[src/rtl/mm2s_pkg.sv]
// Shared definitions for the MM2S read engine: command layout, status layout,
// FSM encoding and AXI response codes.
package mm2s_pkg;

    localparam int CMD_W          = 72;
    localparam int CMD_BTT_LSB    = 0;
    localparam int CMD_BTT_W      = 23;
    localparam int CMD_EOF_BIT    = 30;
    localparam int CMD_SADDR_LSB  = 32;
    localparam int CMD_SADDR_W    = 32;
    localparam int CMD_TAG_LSB    = 64;
    localparam int CMD_TAG_W      = 4;

    localparam int STS_INTERR_BIT = 4;
    localparam int STS_DECERR_BIT = 5;
    localparam int STS_SLVERR_BIT = 6;
    localparam int STS_OKAY_BIT   = 7;

    localparam int REM_W          = 20;
    localparam int BURST_W        = 5;

    localparam logic [1:0] RESP_OKAY   = 2'b00;
    localparam logic [1:0] RESP_SLVERR = 2'b10;
    localparam logic [1:0] RESP_DECERR = 2'b11;

    typedef enum logic [1:0] {
        ST_IDLE = 2'd0,
        ST_ADDR = 2'd1,
        ST_DATA = 2'd2,
        ST_STS  = 2'd3
    } state_t;

    function automatic logic [7:0] pack_status(input logic [3:0] tag,
                                               input logic interr,
                                               input logic decerr,
                                               input logic slverr);
        logic [7:0] s;
        s = 8'h00;
        s[3:0]           = tag;
        s[STS_INTERR_BIT] = interr;
        s[STS_DECERR_BIT] = decerr;
        s[STS_SLVERR_BIT] = slverr;
        s[STS_OKAY_BIT]   = ~(interr | decerr | slverr);
        return s;
    endfunction

endpackage

[src/rtl/mm2s_burst_calc.sv]
// Burst sizing: largest burst that fits the remaining beats, the burst cap
// and the distance to the next 4 KB boundary.
module mm2s_burst_calc
    import mm2s_pkg::*;
#(
    parameter int C_MAX_BURST = 16
) (
    input  logic [REM_W-1:0]   remaining,
    input  logic [11:0]        addr_low,
    output logic [BURST_W-1:0] burst_beats
);

    logic [12:0] page_bytes;
    logic [9:0]  page_beats;

    always_comb begin
        page_bytes  = 13'd4096 - {1'b0, addr_low};
        page_beats  = page_bytes[12:3];
        burst_beats = BURST_W'(C_MAX_BURST);
        if (remaining < REM_W'(C_MAX_BURST)) begin
            burst_beats = remaining[BURST_W-1:0];
        end
        // addr_low is beat-aligned, so page_beats is always at least 1
        if (10'(burst_beats) > page_beats) begin
            burst_beats = page_beats[BURST_W-1:0];
        end
    end

endmodule

[src/rtl/mm2s_read_engine.sv]
// MM2S read engine: runs one datamover command at a time, reading memory over
// AXI4 in 4 KB-safe bursts and streaming the data out, then reports status.
module mm2s_read_engine
    import mm2s_pkg::*;
#(
    parameter int         C_M_AXI_ADDR_WIDTH = 32,
    parameter int         C_M_AXI_DATA_WIDTH = 64,
    parameter int         C_MAX_BURST        = 16,
    parameter logic [3:0] C_ARCACHE          = 4'b0011,
    parameter logic [2:0] C_PROT             = 3'b010
) (
    input  logic                          clk,
    input  logic                          rst,

    input  logic                          S_AXIS_CMD_TVALID,
    output logic                          S_AXIS_CMD_TREADY,
    input  logic [CMD_W-1:0]              S_AXIS_CMD_TDATA,

    output logic                          M_AXIS_STS_TVALID,
    input  logic                          M_AXIS_STS_TREADY,
    output logic [7:0]                    M_AXIS_STS_TDATA,

    output logic [C_M_AXI_ADDR_WIDTH-1:0] M_AXI_ARADDR,
    output logic [7:0]                    M_AXI_ARLEN,
    output logic [2:0]                    M_AXI_ARSIZE,
    output logic [1:0]                    M_AXI_ARBURST,
    output logic [3:0]                    M_AXI_ARCACHE,
    output logic [2:0]                    M_AXI_ARPROT,
    output logic                          M_AXI_ARVALID,
    input  logic                          M_AXI_ARREADY,

    input  logic [C_M_AXI_DATA_WIDTH-1:0] M_AXI_RDATA,
    input  logic [1:0]                    M_AXI_RRESP,
    input  logic                          M_AXI_RLAST,
    input  logic                          M_AXI_RVALID,
    output logic                          M_AXI_RREADY,

    output logic [C_M_AXI_DATA_WIDTH-1:0] M_AXIS_TDATA,
    output logic [7:0]                    M_AXIS_TKEEP,
    output logic                          M_AXIS_TLAST,
    output logic                          M_AXIS_TVALID,
    input  logic                          M_AXIS_TREADY,

    output logic                          busy
);

    state_t                          state;
    logic [REM_W-1:0]                remaining;
    logic [C_M_AXI_ADDR_WIDTH-1:0]   addr;
    logic [CMD_TAG_W-1:0]            tag;
    logic                            eof;
    logic                            interr;
    logic                            decerr;
    logic                            slverr;
    logic [BURST_W-1:0]              burst_q;
    logic [BURST_W-1:0]              beat_cnt;
    logic                            cmd_ready_r;
    logic                            arvalid_r;
    logic                            sts_valid_r;

    logic [BURST_W-1:0]              burst_beats;
    logic [CMD_BTT_W-1:0]            cmd_btt;
    logic [CMD_SADDR_W-1:0]          cmd_saddr;
    logic [CMD_TAG_W-1:0]            cmd_tag;
    logic                            cmd_eof;
    logic                            cmd_bad;
    logic                            data_st;
    logic                            r_hs;
    logic                            last_beat;
    logic                            final_burst;
    logic                            unused_cmd_bits;

    assign cmd_btt   = S_AXIS_CMD_TDATA[CMD_BTT_LSB +: CMD_BTT_W];
    assign cmd_saddr = S_AXIS_CMD_TDATA[CMD_SADDR_LSB +: CMD_SADDR_W];
    assign cmd_tag   = S_AXIS_CMD_TDATA[CMD_TAG_LSB +: CMD_TAG_W];
    assign cmd_eof   = S_AXIS_CMD_TDATA[CMD_EOF_BIT];
    assign cmd_bad   = (cmd_btt == '0) || (cmd_btt[2:0] != 3'd0) || (cmd_saddr[2:0] != 3'd0);
    assign unused_cmd_bits = &{1'b0, S_AXIS_CMD_TDATA[71:68], S_AXIS_CMD_TDATA[31],
                                S_AXIS_CMD_TDATA[29:23]};

    mm2s_burst_calc #(
        .C_MAX_BURST (C_MAX_BURST)
    ) u_burst_calc (
        .remaining   (remaining),
        .addr_low    (addr[11:0]),
        .burst_beats (burst_beats)
    );

    // Read data is a combinational pass-through; only the beat bookkeeping is registered.
    assign data_st     = (state == ST_DATA);
    assign r_hs        = data_st && M_AXI_RVALID && M_AXIS_TREADY;
    assign last_beat   = (beat_cnt == burst_q - BURST_W'(1));
    assign final_burst = (remaining == REM_W'(burst_q));

    assign M_AXIS_TVALID = data_st && M_AXI_RVALID;
    assign M_AXI_RREADY  = data_st && M_AXIS_TREADY;
    assign M_AXIS_TDATA  = M_AXI_RDATA;
    assign M_AXIS_TKEEP  = 8'hff;
    assign M_AXIS_TLAST  = data_st && eof && last_beat && final_burst;

    assign M_AXI_ARADDR  = addr;
    assign M_AXI_ARLEN   = {3'b000, burst_beats - BURST_W'(1)};
    assign M_AXI_ARSIZE  = 3'b011;
    assign M_AXI_ARBURST = 2'b01;
    assign M_AXI_ARCACHE = C_ARCACHE;
    assign M_AXI_ARPROT  = C_PROT;
    assign M_AXI_ARVALID = arvalid_r;

    assign S_AXIS_CMD_TREADY = cmd_ready_r;
    assign M_AXIS_STS_TVALID = sts_valid_r;
    assign M_AXIS_STS_TDATA  = pack_status(tag, interr, decerr, slverr);
    assign busy              = (state != ST_IDLE);

    always_ff @(posedge clk or posedge rst) begin
        if (rst) begin
            state       <= ST_IDLE;
            remaining   <= '0;
            addr        <= '0;
            tag         <= '0;
            eof         <= 1'b0;
            interr      <= 1'b0;
            decerr      <= 1'b0;
            slverr      <= 1'b0;
            burst_q     <= '0;
            beat_cnt    <= '0;
            cmd_ready_r <= 1'b0;
            arvalid_r   <= 1'b0;
            sts_valid_r <= 1'b0;
        end else begin
            case (state)
                ST_IDLE: begin
                    cmd_ready_r <= 1'b1;
                    if (S_AXIS_CMD_TVALID && cmd_ready_r) begin
                        cmd_ready_r <= 1'b0;
                        tag         <= cmd_tag;
                        eof         <= cmd_eof;
                        decerr      <= 1'b0;
                        slverr      <= 1'b0;
                        addr        <= C_M_AXI_ADDR_WIDTH'(cmd_saddr);
                        remaining   <= cmd_btt[CMD_BTT_W-1:3];
                        if (cmd_bad) begin
                            interr      <= 1'b1;
                            sts_valid_r <= 1'b1;
                            state       <= ST_STS;
                        end else begin
                            interr      <= 1'b0;
                            arvalid_r   <= 1'b1;
                            state       <= ST_ADDR;
                        end
                    end
                end
                ST_ADDR: begin
                    if (M_AXI_ARREADY) begin
                        arvalid_r <= 1'b0;
                        burst_q   <= burst_beats;
                        beat_cnt  <= '0;
                        state     <= ST_DATA;
                    end
                end
                ST_DATA: begin
                    if (r_hs) begin
                        // The local beat count decides burst end; RLAST is only checked against it
                        if (M_AXI_RLAST != last_beat) begin
                            interr <= 1'b1;
                        end
                        if (M_AXI_RRESP == RESP_SLVERR) begin
                            slverr <= 1'b1;
                        end
                        if (M_AXI_RRESP == RESP_DECERR) begin
                            decerr <= 1'b1;
                        end
                        if (last_beat) begin
                            addr      <= addr + C_M_AXI_ADDR_WIDTH'({burst_q, 3'b000});
                            remaining <= remaining - REM_W'(burst_q);
                            if (final_burst) begin
                                sts_valid_r <= 1'b1;
                                state       <= ST_STS;
                            end else begin
                                arvalid_r   <= 1'b1;
                                state       <= ST_ADDR;
                            end
                        end else begin
                            beat_cnt <= beat_cnt + BURST_W'(1);
                        end
                    end
                end
                ST_STS: begin
                    if (M_AXIS_STS_TREADY) begin
                        sts_valid_r <= 1'b0;
                        cmd_ready_r <= 1'b1;
                        state       <= ST_IDLE;
                    end
                end
                default: state <= ST_IDLE;
            endcase
        end
    end

endmodule

[config.mk]
export PLATFORM = sky130hd
export DESIGN_NAME = mm2s_read_engine
export DESIGN_NICKNAME = d
export VERILOG_FILES = /design/src/rtl/mm2s_pkg.sv /design/src/rtl/mm2s_burst_calc.sv /design/src/rtl/mm2s_read_engine.sv
export SDC_FILE = /design/constraint.sdc
export NUM_CORES = 1
export LEC_CHECK = 0
export CAP_MARGIN = 20
export CORE_ASPECT_RATIO = 1.2
export CORE_UTILIZATION = 42
export DETAILED_ROUTE_END_ITERATION = 8
export HOLD_SLACK_MARGIN = 0.06
export PLACE_DENSITY = 0.89
export SETUP_SLACK_MARGIN = 0.02
export SLEW_MARGIN = 20
export SYNTH_ARGS = -nofsm -noshare
export SYNTH_HDL_FRONTEND = slang
export SYNTH_SLANG_ARGS = --single-unit
[constraint.sdc]
create_clock -name clk -period 6.15 [get_ports clk]
set_input_delay 1.845 -clock clk [delete_from_list [all_inputs] [get_ports clk]]
set_output_delay 1.845 -clock clk [all_outputs]
set_load 0.01 [all_outputs]
After elaboration in Yosys (flattened, before gate mapping) --
Cells that the tools add are included.
Cells by class: muxes and demuxes 51, $lt $le $gt $ge 2, reductions and logical operators 30, add/sub/neg operators 6, bitwise logic cells 3, equal/unequal tests 21
Operators by type and width (count):
- 32-bit 2-to-1 mux | 3
- 32-bit case mux with 2 select lines | 1
- 20-bit 2-to-1 mux | 3
- 20-bit case mux with 2 select lines | 1
- 32-bit by 8-bit adder with 32-bit output | 1
- 5-bit 2-to-1 mux | 5
- 23-bit logical NOT | 1
- 1-bit 2-to-1 mux | 23
- 20-bit by 5-bit == test with 1-bit output | 1
- 20-bit by 5-bit < comparator with 1-bit output, second input constant | 1
- 4-bit AND reduction | 5
- 20-bit by 5-bit subtractor with 20-bit output | 1
- 2-bit 2-to-1 mux | 7
- 2-bit inequality test, second input constant | 7
- 7-bit AND reduction | 2
- 13-bit by 12-bit subtractor with 13-bit output, first input constant | 1
- 2-bit by 1-bit inequality test with 1-bit output, second input constant | 6
- 3-bit nonzero test | 4
- 5-bit by 10-bit > comparator with 1-bit output | 1
- 5-bit case mux with 2 select lines | 1
- 5-bit by 1-bit subtractor with 5-bit output, second input constant | 2
- 2-bit == test, second input constant | 4
- 1-bit case mux with 2 select lines | 4
- 2-bit case mux with 4 select lines | 1
- 13 further kinds | 27
Storage, ports and cells: output and inout bits 139, word-level logic and storage cells 126, bits of input ports 146, flip-flop bits (word level) 75

Longest topological paths before layout --
depth after elaboration 6, depth in mapped cells 13, gate-level depth less buffers 13

By module --
Synthesis repeated with hierarchy kept, for this count alone.
Second synthesis, totals: cells, all modules 725, area total of the unflattened synthesis 5977.0 um^2
Modules (own cells, without submodules):
- mm2s_read_engine | area each 5649.2 um^2, instances 1, cells an instance 676
- mm2s_burst_calc | area each 327.8 um^2, instances 1, cells an instance 49

Worst setup path before layout --
Ideal clock, no wire load.
path type register to output, start register addr[0], in the netlist M_AXI_ARADDR[0], end output M_AXI_ARLEN[4], slack 921 ps, arrival 3384 ps, cell stages (with the launch flop) 14, path buffers 0, required time 4305 ps, cell sequence dfrtp_1 > or4_4 > nand2b_1 > or2_1 > xnor2_1 > ha_1 > and3_1 > a211oi_1 > a21oi_1 > o21ai_1 > mux2i_1 > ha_1 > nand3_1 > xor2_1
On the way: longest elaborated chain between the ends 4
RTL lines:
- from (decl) | RTL line mm2s_read_engine.sv:49 | logic [C_M_AXI_ADDR_WIDTH-1:0] addr;
- from (signal assigned) | RTL line mm2s_read_engine.sv:139 | addr <= C_M_AXI_ADDR_WIDTH'(cmd_saddr);
- from (signal assigned) | RTL line mm2s_read_engine.sv:173 | addr <= addr + C_M_AXI_ADDR_WIDTH'({burst_q, 3'b000});
- 13-bit by 12-bit subtractor with 13-bit output * | RTL line mm2s_burst_calc.sv:17 | page_bytes = 13'd4096 - {1'b0, addr_low};
- 5-bit by 10-bit > comparator with 1-bit output | RTL line mm2s_burst_calc.sv:24 | if (10'(burst_beats) > page_beats) begin
- 5-bit 2-to-1 mux * | RTL line mm2s_burst_calc.sv:24
- 5-bit by 1-bit subtractor with 5-bit output * | RTL line mm2s_read_engine.sv:102 | assign M_AXI_ARLEN = {3'b000, burst_beats - BURST_W'(1)};
- to (decl) | RTL line mm2s_read_engine.sv:24 | output logic [7:0] M_AXI_ARLEN,
Mark *: on every way between the ends. The rest lies on a longest branch, timed or not.

Worst setup path in the final report --
start register addr[0], in the netlist M_AXI_ARADDR[0], end output M_AXI_ARLEN[1]
Same word-level chain as after synthesis.

==> metrics <==
pre-CTS setup slack=0.2142 ns; Post-layout nets=922; path class of the lowest-slack min-delay path=reg2reg; total setup violations reported at the end of the flow=0; cell row count=46; EDFF count, synth=0; largest net degree at the start of global routing=65; area fraction of the dominant cell type after synthesis=0.3227; Final Max Slew Viols=0; Crit path top cell by count=a211oi_4; weighted congestion reported at the end of routability-driven placement=0.8909; half-perimeter wire length after detailed placement=11320 µm; post-synthesis cell type count=72; count of clock tree sinks=75; static leakage=2.857 nW; antenna violations before repair=0; max frequency=165.2 MHz; Yosys top cell by area=dfrtp_1; total inserted antenna cells=0; horizontal die dimension=109.4 µm; launching element type of the critical path=register; post-synthesis instance area=5817 µm²; minimum period implied by the final worst setup slack=6.053 ns; detailed-route wire length=15900 µm; Post-Route Setup TNS=0 ns; Largest stage delay, worst path=0.60 ns; total grt overflow=0; primary flip-flop cell chosen by synthesis mapping=dfrtp_1; Fin Clk Skew=0.01199 ns; Inserted Clock Buffers=9; PnR worst setup slack=0.09736 ns; top cells by count, synth=buf_4, dfrtp_1, nand2_1, a21oi_1, o21ai_0; Worst Path Required=4.30 ns; die footprint=14330 µm²; Skew-Pair Late Insertion Delay=0.35 ns; Layout area overhead=19.79%; Root Buffer Master=clkbuf_16; Final Hold Viols=0; number of flip-flops and latches in the synthesized netlist=75; die span in y=130.9 µm; Min Hold Slack=0.4811 ns; starting utilization of the core area=0.4356; type of destination of the critical path=primary output; core region area=13350 µm²; data arrival at the endpoint of the critical path=4.21 ns; post-detailed-route wirelength per cell=17.12 µm; global-route wire length before repair=24840 µm; hold-fix buffer count after cts=0; final clock period utilization by the worst path=0.9842; ports placed on the boundary=285; fraction of synthesis flops using an asynchronous set or reset pin=1.000; most common cell in the synthesized netlist=buf_4; relative slew slack=0.3987; level count of the clock H-tree=3; Cells after Synth=716; filler instances=1203; syn avg cell area=8.124 µm²; master of the slowest instance on the critical path=or4_4; slew at the pin closest to its max-slew limit=0.9009 ns; Bufs on Longest Clock Path=2; clock tree from TritonCTS=built; maximum fanout encountered on the critical timing path=6; Synth area leaders=dfrtp_1, buf_4, a21oi_1; share of the yosys chip area belonging to registers=0.3227; Synthesis Warnings=0; first-pass iteration count of the detailed router=5; via count of the first global-routing pass=4987; buffer and inverter count on the worst path=3; non-filler instance count after layout=929; Setup Crit Path Kind=reg2out; peak ir drop on the vdd network=0.0002327 V; total instance count after detailed placement=906; clock-pin slew on the worst setup and hold paths=0.07 ns; outcome=complete, no violations; Cell Pwr Density=475.0 nW/µm²; fraction of layout cells with a size suffix above 1=0.07359; Max-cap violations=0; remaining antenna violation count after routing=0; via count=5347; iteration-0 DRC count of the detailed router=287; Crit path max-delay family=simple AND/OR/NAND/NOR gates; routed vias/inst=5.756; buffers added on ports=121; global-route usage over all layers=0.2248; Cell Chain, Critical Path=or4_4, nand2b_4, or2_1, xnor2_1, ha_1, and3_1, a211oi_4, buf_12, a211oi_4, nand2_1, o21a_1, ha_2, inv_1, clkdlybuf4s50_1; Remaining DRCs=0
==> cell usage in the layout, fill, tap and decap left out, drive strengths merged, types with 7 or more instances in the layout <==
| master | count |
|---|---|
| nand3 | 19 |
| a22o | 8 |
| clkdlybuf4s50 | 119 |
| a21oi | 58 |
| a32oi | 7 |
| conb | 23 |
| a211oi | 10 |
| dfrtp | 75 |
| nor3 | 24 |
| inv | 28 |
| o22ai | 7 |
| xnor2 | 9 |
| buf | 13 |
| nand2 | 74 |
| nor2b | 11 |
| and3 | 11 |
| ha | 18 |
| a31oi | 12 |
| nor2 | 48 |
| o21a | 7 |
| o21ai | 58 |
| o22a | 9 |
| nor4 | 10 |
| and2 | 7 |
| clkbuf | 9 |
==> metrics by stage <==
stage / utilization / area (µm²) / power, mW
2_1_floorplan: - / 5896 / 2.113
3_3_place_gp: 0.4888 / 6528 / 2.618
3_5_place_dp: 0.4888 / 6528 / 2.671
4_1_cts: 0.5151 / 6878 / 3.270
5_1_grt: 0.5218 / 6968 / 3.577
6_report: 0.5218 / 6968 / 3.310
==> worst paths after layout <==
path / startpoint / to / slack, ns / cells past startpoint
max: M_AXI_ARADDR[0]$_DFFE_PP0P_ / M_AXI_ARLEN[1] / 0.1 / 14
min: eof$_DFFE_PP0P_ / eof$_DFFE_PP0P_ / 0.48 / 2
min in group asynchronous: rst / M_AXI_ARADDR[25]$_DFFE_PP0P_ / 1.98 / 2
max in group asynchronous: rst / remaining[8]$_DFFE_PP0P_ / 3.24 / 3
min reg2reg: eof$_DFFE_PP0P_ / eof$_DFFE_PP0P_ / 0.48 / 2
max reg2reg: M_AXI_ARADDR[0]$_DFFE_PP0P_ / burst_q[2]$_DFFE_PP0P_ / 2.67 / 12
==> registers in the layout, indices dropped and copies added (netlist names) <==
name               flops
interr                 1
eof                    1
tag                    4
state                  2
remaining             20
burst_q                5
decerr                 1
M_AXIS_STS_TVALID      1
S_AXIS_CMD_TREADY      1
M_AXI_ARADDR          32
M_AXI_ARVALID          1
beat_cnt               5
slverr                 1
==> metal layers <==
| metal | vias up | global-route usage | wire length (µm) |
|---|---|---|---|
| met5 | - | 0 | 0 |
| met4 | 0 | 0.1349 | 752 |
| met3 | 58 | 0.04167 | 929 |
| met2 | 214 | 0.3659 | 7689 |
| met1 | 2530 | 0.2762 | 6530 |
| li1 | 2545 | - | - |
==> final cells by class <==
| type | instances | area [µm²] | share of cell area |
|---|---|---|---|
| inverter | 25 | 95.09 | 0.01365 |
| clock inverter | 7 | 83.83 | 0.01203 |
| clock buffer | 9 | 225.2 | 0.03232 |
| timing repair buffer | 134 | 1323 | 0.1898 |
| sequential | 75 | 1879 | 0.2697 |
| multi-input combinational | 511 | 3152 | 0.4523 |
| tap | 168 | 210.2 | 0.03017 |
==> logic make-up (layout without fill, tap and decap cells) <==
kind of cell,count (synthesis),in the layout,share of synthesized area
and+or+nand+nor,235,235,0.2018
AOI/OAI and AO/OA,215,215,0.2396
buffers and inverters,151,175,0.1613
DFF,75,75,0.3227
adders and majority gates,20,20,0.04560
xor gates and xnor gates,15,15,0.02259
muxes,3,3,0.005163
other,2,23,0.001291
==> worst register-to-register path: cells and delay by family (launching register included) <==
kind | cells | cell delay [ns]
fa+ha+maj | 1 | 0.37
mux | 1 | 0.27
simple gates | 4 | 1.27
compound gates | 3 | 0.52
buf+inv | 2 | 0.31
xor+xnor | 1 | 0.16
flops | 1 | 0.41
==> power breakdown <==
group | switching (mW) | internal (mW)
registers | 0.277 | 0.710
logic | 0.970 | 0.796
clock network | 0.234 | 0.322
==> what timing repair did <==
item                       CTS  global route
pin swaps                    1             3
resized for setup            5            11
setup endpoints to repair    3             4
setup buffers                1             6
No activity file was read; power rests on OpenSTA's default activity.
